$ cat config.mk
export PLATFORM = sky130hd
export DESIGN_NAME = i2c_reg_sequencer
export DESIGN_NICKNAME = d
export VERILOG_FILES = /design/src/rtl/i2c_reg_sequencer.sv
export SDC_FILE = /design/constraint.sdc
export NUM_CORES = 1
export LEC_CHECK = 0
export CAP_MARGIN = 20
export CORE_ASPECT_RATIO = 0.6
export CORE_UTILIZATION = 45
export CTS_CLUSTER_DIAMETER = 150
export DETAILED_ROUTE_END_ITERATION = 8
export GPL_ROUTABILITY_DRIVEN = 0
export PLACE_DENSITY_LB_ADDON = 0.12
export SLEW_MARGIN = 20
export SYNTH_ARGS = -nofsm -noshare
export SYNTH_HDL_FRONTEND = slang
export SYNTH_SLANG_ARGS = --single-unit
$ cat constraint.sdc
create_clock -name clk -period 2.7 [get_ports clk]
set_input_delay 0.54 -clock clk [delete_from_list [all_inputs] [get_ports clk]]
set_output_delay 0.54 -clock clk [all_outputs]
set_load 0.005 [all_outputs]
$ cat src/rtl/i2c_reg_sequencer.sv
// i2c_reg_sequencer
// Turns one register read/write request into the byte-command sequence of the
// byte-level I2C controller: START+address, register, data, and for reads a
// repeated START followed by a master-received byte. Checks slave ACKs, issues a
// STOP recovery byte after a NACK, and guards every byte with a watchdog.

module i2c_reg_sequencer #(
    parameter int C_TIMEOUT_LOG2 = 16
) (
    input  logic        clk,
    input  logic        rst,

    input  logic        req_valid,
    output logic        req_ready,
    input  logic        req_rnw,
    input  logic [6:0]  req_dev_addr,
    input  logic [7:0]  req_reg_addr,
    input  logic [7:0]  req_wdata,

    output logic        resp_valid,
    output logic [7:0]  resp_rdata,
    output logic        resp_nack,
    output logic [1:0]  resp_nack_byte,
    output logic        resp_timeout,

    output logic        i2c_cmd_pulse_o,
    output logic [10:0] i2c_ctrl_reg_o,
    input  logic [9:0]  i2c_status_reg_i,
    input  logic        i2c_irq_i,
    output logic        i2c_irq_ack_pulse_o
);

    typedef enum logic [2:0] {
        IDLE,
        ISSUE,
        WAIT,
        CHECK,
        RECOVER_ISSUE,
        RECOVER_WAIT,
        DONE
    } state_t;

    localparam logic [C_TIMEOUT_LOG2-1:0] WD_MAX = {C_TIMEOUT_LOG2{1'b1}};

    // A STOP-terminated dummy write that releases the bus after a NACK.
    localparam logic [10:0] RECOVER_WORD = {3'b101, 8'hFF};

    state_t state_q, state_d;

    logic [1:0]                bidx_q, bidx_d;
    logic                      rnw_q, rnw_d;
    logic [6:0]                dev_q, dev_d;
    logic [7:0]                reg_q, reg_d;
    logic [7:0]                wdata_q, wdata_d;
    logic [10:0]               ctrl_q, ctrl_d;
    logic [8:0]                status_q, status_d;
    logic [C_TIMEOUT_LOG2-1:0] wd_q, wd_d;
    logic [7:0]                rdata_q, rdata_d;
    logic                      nack_q, nack_d;
    logic [1:0]                nack_byte_q, nack_byte_d;
    logic                      timeout_q, timeout_d;
    logic                      recover_ack_q, recover_ack_d;
    logic                      status_busy_unused;

    // The controller's busy flag carries no information once its IRQ is up.
    assign status_busy_unused = i2c_status_reg_i[9];

    // Control word {we, start, stop, data} for byte idx of a transaction.
    function automatic logic [10:0] byte_word(
        input logic [1:0] idx,
        input logic       rnw,
        input logic [6:0] dev,
        input logic [7:0] rega,
        input logic [7:0] wdata
    );
        logic [10:0] word;
        case (idx)
            2'd0:    word = {3'b110, dev, 1'b0};
            2'd1:    word = {3'b100, rega};
            2'd2:    word = rnw ? {3'b110, dev, 1'b1} : {3'b101, wdata};
            default: word = {3'b001, 8'h00};
        endcase
        return word;
    endfunction

    assign req_ready           = (state_q == IDLE) && !rst;
    assign resp_valid          = (state_q == DONE);
    assign i2c_cmd_pulse_o     = (state_q == ISSUE) || (state_q == RECOVER_ISSUE);
    assign i2c_irq_ack_pulse_o = (state_q == CHECK) || recover_ack_q;
    assign i2c_ctrl_reg_o      = ctrl_q;
    assign resp_rdata          = rdata_q;
    assign resp_nack           = nack_q;
    assign resp_nack_byte      = nack_byte_q;
    assign resp_timeout        = timeout_q;

    // Next-state and datapath updates for the byte sequencing FSM.
    always_comb begin
        state_d       = state_q;
        bidx_d        = bidx_q;
        rnw_d         = rnw_q;
        dev_d         = dev_q;
        reg_d         = reg_q;
        wdata_d       = wdata_q;
        ctrl_d        = ctrl_q;
        status_d      = status_q;
        wd_d          = wd_q;
        rdata_d       = rdata_q;
        nack_d        = nack_q;
        nack_byte_d   = nack_byte_q;
        timeout_d     = timeout_q;
        recover_ack_d = 1'b0;

        case (state_q)
            IDLE: begin
                if (req_valid) begin
                    rnw_d       = req_rnw;
                    dev_d       = req_dev_addr;
                    reg_d       = req_reg_addr;
                    wdata_d     = req_wdata;
                    bidx_d      = 2'd0;
                    rdata_d     = 8'h00;
                    nack_d      = 1'b0;
                    nack_byte_d = 2'd0;
                    timeout_d   = 1'b0;
                    ctrl_d      = byte_word(2'd0, req_rnw, req_dev_addr,
                                            req_reg_addr, req_wdata);
                    state_d     = ISSUE;
                end
            end

            ISSUE: begin
                wd_d    = '0;
                state_d = WAIT;
            end

            WAIT: begin
                wd_d = wd_q + 1'b1;
                if (i2c_irq_i) begin
                    status_d = i2c_status_reg_i[8:0];
                    state_d  = CHECK;
                end else if (wd_d == WD_MAX) begin
                    timeout_d = 1'b1;
                    ctrl_d    = '0;
                    state_d   = DONE;
                end
            end

            CHECK: begin
                if (ctrl_q[10] && !status_q[8]) begin
                    nack_d      = 1'b1;
                    nack_byte_d = bidx_q;
                    ctrl_d      = RECOVER_WORD;
                    state_d     = RECOVER_ISSUE;
                end else if (bidx_q == (rnw_q ? 2'd3 : 2'd2)) begin
                    if (rnw_q) begin
                        rdata_d = status_q[7:0];
                    end
                    ctrl_d  = '0;
                    state_d = DONE;
                end else begin
                    bidx_d  = bidx_q + 2'd1;
                    ctrl_d  = byte_word(bidx_q + 2'd1, rnw_q, dev_q, reg_q, wdata_q);
                    state_d = ISSUE;
                end
            end

            RECOVER_ISSUE: begin
                wd_d    = '0;
                state_d = RECOVER_WAIT;
            end

            RECOVER_WAIT: begin
                wd_d = wd_q + 1'b1;
                if (i2c_irq_i) begin
                    recover_ack_d = 1'b1;
                    ctrl_d        = '0;
                    state_d       = DONE;
                end else if (wd_d == WD_MAX) begin
                    timeout_d = 1'b1;
                    ctrl_d    = '0;
                    state_d   = DONE;
                end
            end

            DONE: begin
                state_d = IDLE;
            end

            default: begin
                state_d = IDLE;
            end
        endcase
    end

    // State register.
    always_ff @(posedge clk) begin
        if (rst) begin
            state_q <= IDLE;
        end else begin
            state_q <= state_d;
        end
    end

    // Request, control-word, watchdog and response registers.
    always_ff @(posedge clk) begin
        if (rst) begin
            bidx_q        <= '0;
            rnw_q         <= 1'b0;
            dev_q         <= '0;
            reg_q         <= '0;
            wdata_q       <= '0;
            ctrl_q        <= '0;
            status_q      <= '0;
            wd_q          <= '0;
            rdata_q       <= '0;
            nack_q        <= 1'b0;
            nack_byte_q   <= '0;
            timeout_q     <= 1'b0;
            recover_ack_q <= 1'b0;
        end else begin
            bidx_q        <= bidx_d;
            rnw_q         <= rnw_d;
            dev_q         <= dev_d;
            reg_q         <= reg_d;
            wdata_q       <= wdata_d;
            ctrl_q        <= ctrl_d;
            status_q      <= status_d;
            wd_q          <= wd_d;
            rdata_q       <= rdata_d;
            nack_q        <= nack_d;
            nack_byte_q   <= nack_byte_d;
            timeout_q     <= timeout_d;
            recover_ack_q <= recover_ack_d;
        end
    end

endmodule

==> results.cfg <==
[run_status]
status = finished, final reports clean

[cts]
cts_resized = 0
cts.path.max_buffers = 2
cts_num_sinks = 78
post_cts_buffers = 0
clockRootBuffer = clkbuf_16
cts_max_level = 3
tritoncts = yes
cts.clk_slew.worst_paths_ns = 0.05
cts-hold-fix-buffers = 0
clock_latency_ns = 0.33
numCtsBuffers = 9

[final_layout]
drive_gt1_share_pct = 7.90
nFillCells = 753
finalNetCount = 598
diodes = 0
layout_commonest_cell = nand2_1
area_growth_pct = 27.1
final_cell_mix = 88 x nand2_1, 78 x a21oi_1, 78 x dfxtp_1
final_util_pct = 60.6

[placed_design]
portBuffers = 63
pre_cts_ws_ns = 0.210
hpwl_mm = 6.89

[sta]
slew_violations = 0
min_period_over_period_pct = 93.7
fin_skew_ns = 0.00377
fin_ws_ns = 0.170
slew_headroom_pct = 44.4
rsz0062_at_grt = no
worstMarginPinSlew_ns = 0.834
hold_viol = 0
setup_viol = 0
fmax_mhz = 395
min_period_ns = 2.53
finalSetupTns_ns = 0

[floorplanning]
coreArea_sq_mm = 0.00807
die_w_um = 121
floorplan.die_area_sq_mm = 0.00893
start_util_pct = 47.6
rows = 25
die_h_um = 73.6
ioPinCount = 65

[logic_synthesis]
synthFlopType = dfxtp_1
synthDistinctLibCells = 54
synth.area.top_cells = dfxtp_1 41%, a21oi_1 10%, nand2_1 8.6%
synth_edf_count = 0
syn_inst = 494
syn_nets = 538
synth_top_area_share_pct = 40.6
syn_area_sq_mm = 0.00384
ys_warn_count = 0
synth_top_area_cell = dfxtp_1
synthArstFlopShare_pct = 0
ys_ff_latch = 78
synth-seq-area-share_pct = 40.6
avgSynthCellArea_sq_um = 7.78

[global_routing]
grt_max_degree = 80
antenna_found_initial = 0
grt_usage_pct = 23.8
grt_pass1_vias = 3300
gr-total-overflow = 0
grt_pass1_wl_mm = 16.5

[setup_path]
cp_max_fo = 6
r2r_start = wd_q[1]$_SDFFE_PP0P_
endpoint_kind = flop
required_ns = 2.92
start_kind = flop
crit_start = wd_q[1]$_SDFFE_PP0P_
critPathArrivalTime_ns = 2.75
worst-setup-path-type = flop to flop

[drt]
routed_wl_mm = 10.1
ant_nets = 0
routed.top_layer = met4
wl_met2_mm = 4.14
firstDrtPassIters = 5
vias = 3779
drc = 0
drt_iter0_drc = 370
met3_length_um = 770
m1WireLength_mm = 5.11
routedWlPerCell_um = 15.2
avgViaCountPerCell = 5.68

[pwr]
p_leak_nw = 1.75
peakVddDrop_mv = 0.327
cellPowerDensity_mw_per_mm2 = 584

[min_path]
hold_path.class = flop to flop
worstHoldStart = dev_q[1]$_SDFFE_PP0P_

[flow_run]
cap_violations = 0
-- stage by stage --
stage / area (sq um) / hold WS [ns] / power, mW / std cells
6_report: 4890 / 0.456 / 2.85 / 665
5_1_grt: 4890 / 0.477 / 2.99 / 665
2_1_floorplan: 3840 / 0.433 / 1.58 / 494
3_5_place_dp: 4630 / 0.449 / 1.80 / 651
3_3_place_gp: 4630 / 0.442 / 1.79 / 651
4_1_cts: 4890 / 0.456 / 2.87 / 665
-- layer usage --
layer	up-vias	track usage, %
li1	1884	-
met1	1760	36.2
met2	126	32.2
met3	9	5.75
met4	0	7.13
met5	-	0
-- final timing paths --
path / to / slack, ns / cells after the start
worst max-delay path: state_q[0]$_SDFFE_PP0P_ / 0.17 / 7
worst min-delay path: dev_q[1]$_SDFFE_PP0P_ / 0.46 / 2
worst max register to register: state_q[0]$_SDFFE_PP0P_ / 0.17 / 7
worst min register to register: dev_q[1]$_SDFFE_PP0P_ / 0.46 / 2
-- flip-flops by register name, indices dropped and copies added, names as in the netlist --
signal,count
dev_q,7
resp_nack,1
wdata_q,8
recover_ack_q,1
resp_nack_byte,2
resp_timeout,1
resp_rdata,8
wd_q,16
bidx_q,2
state_q,3
reg_q,8
rnw_q,1
status_q,9
i2c_ctrl_reg_o,11
-- cells in the mapped netlist (2+ instances only) --
library cell,instances
ha_1,6
a211o_1,3
nand3_1,6
and2_1,2
clkbuf_1,31
nand4_1,6
nor4_4,2
o21ai_0,28
xnor2_1,4
or3_1,6
inv_1,7
nand2b_1,10
a222oi_1,7
nor3_1,6
nand3b_1,4
nor4_1,3
o21a_1,2
o211a_1,6
o22ai_1,4
nor3b_1,2
a31oi_1,5
buf_2,2
nor2_1,40
nand2_1,88
dfxtp_1,78
nor2b_1,6
a21oi_1,78
a21o_1,6
a41oi_1,2
o211ai_1,8
nand4b_1,2
or4_1,3
a22oi_1,10
-- critical path: stages (launching register included) --
cell and delay, ns:
dfxtp_1 0.39, ha_1 0.30, nand3_1 0.12, or3_1 0.33, a211o_1 0.30, or4_4 0.47
or2_1 0.29, a22o_1 0.21
-- cells by family after synthesis --
kind of cell	share of synthesized area, %
AND/OR/NAND/NOR	25.0
buffers and inverters	4.26
flip-flops	40.6
AO/OA/AOI/OAI	27.0
adder cells (fa/ha/maj)	1.95
multiplexers	0.293
XOR/XNOR	0.911
-- report_power, final --
part	total (mW)	internal, mW	switching [mW]
combinational	0.503	0.231	0.272
sequential	1.28	1.22	0.0633
clock	1.07	0.634	0.434
total	2.85	2.08	0.769
-- final cells by class --
class | instances | area (sq um) | area share [%]
Sequential cell | 78 | 1560 | 32.0
Tap cell | 108 | 135 | 2.76
Clock buffer | 12 | 246 | 5.04
Clock inverter | 2 | 10.0 | 0.205
Multi-Input combinational cell | 374 | 2120 | 43.5
Inverter | 7 | 26.3 | 0.538
Timing Repair Buffer | 84 | 783 | 16.0
Power figures use the tool's default switching activity.
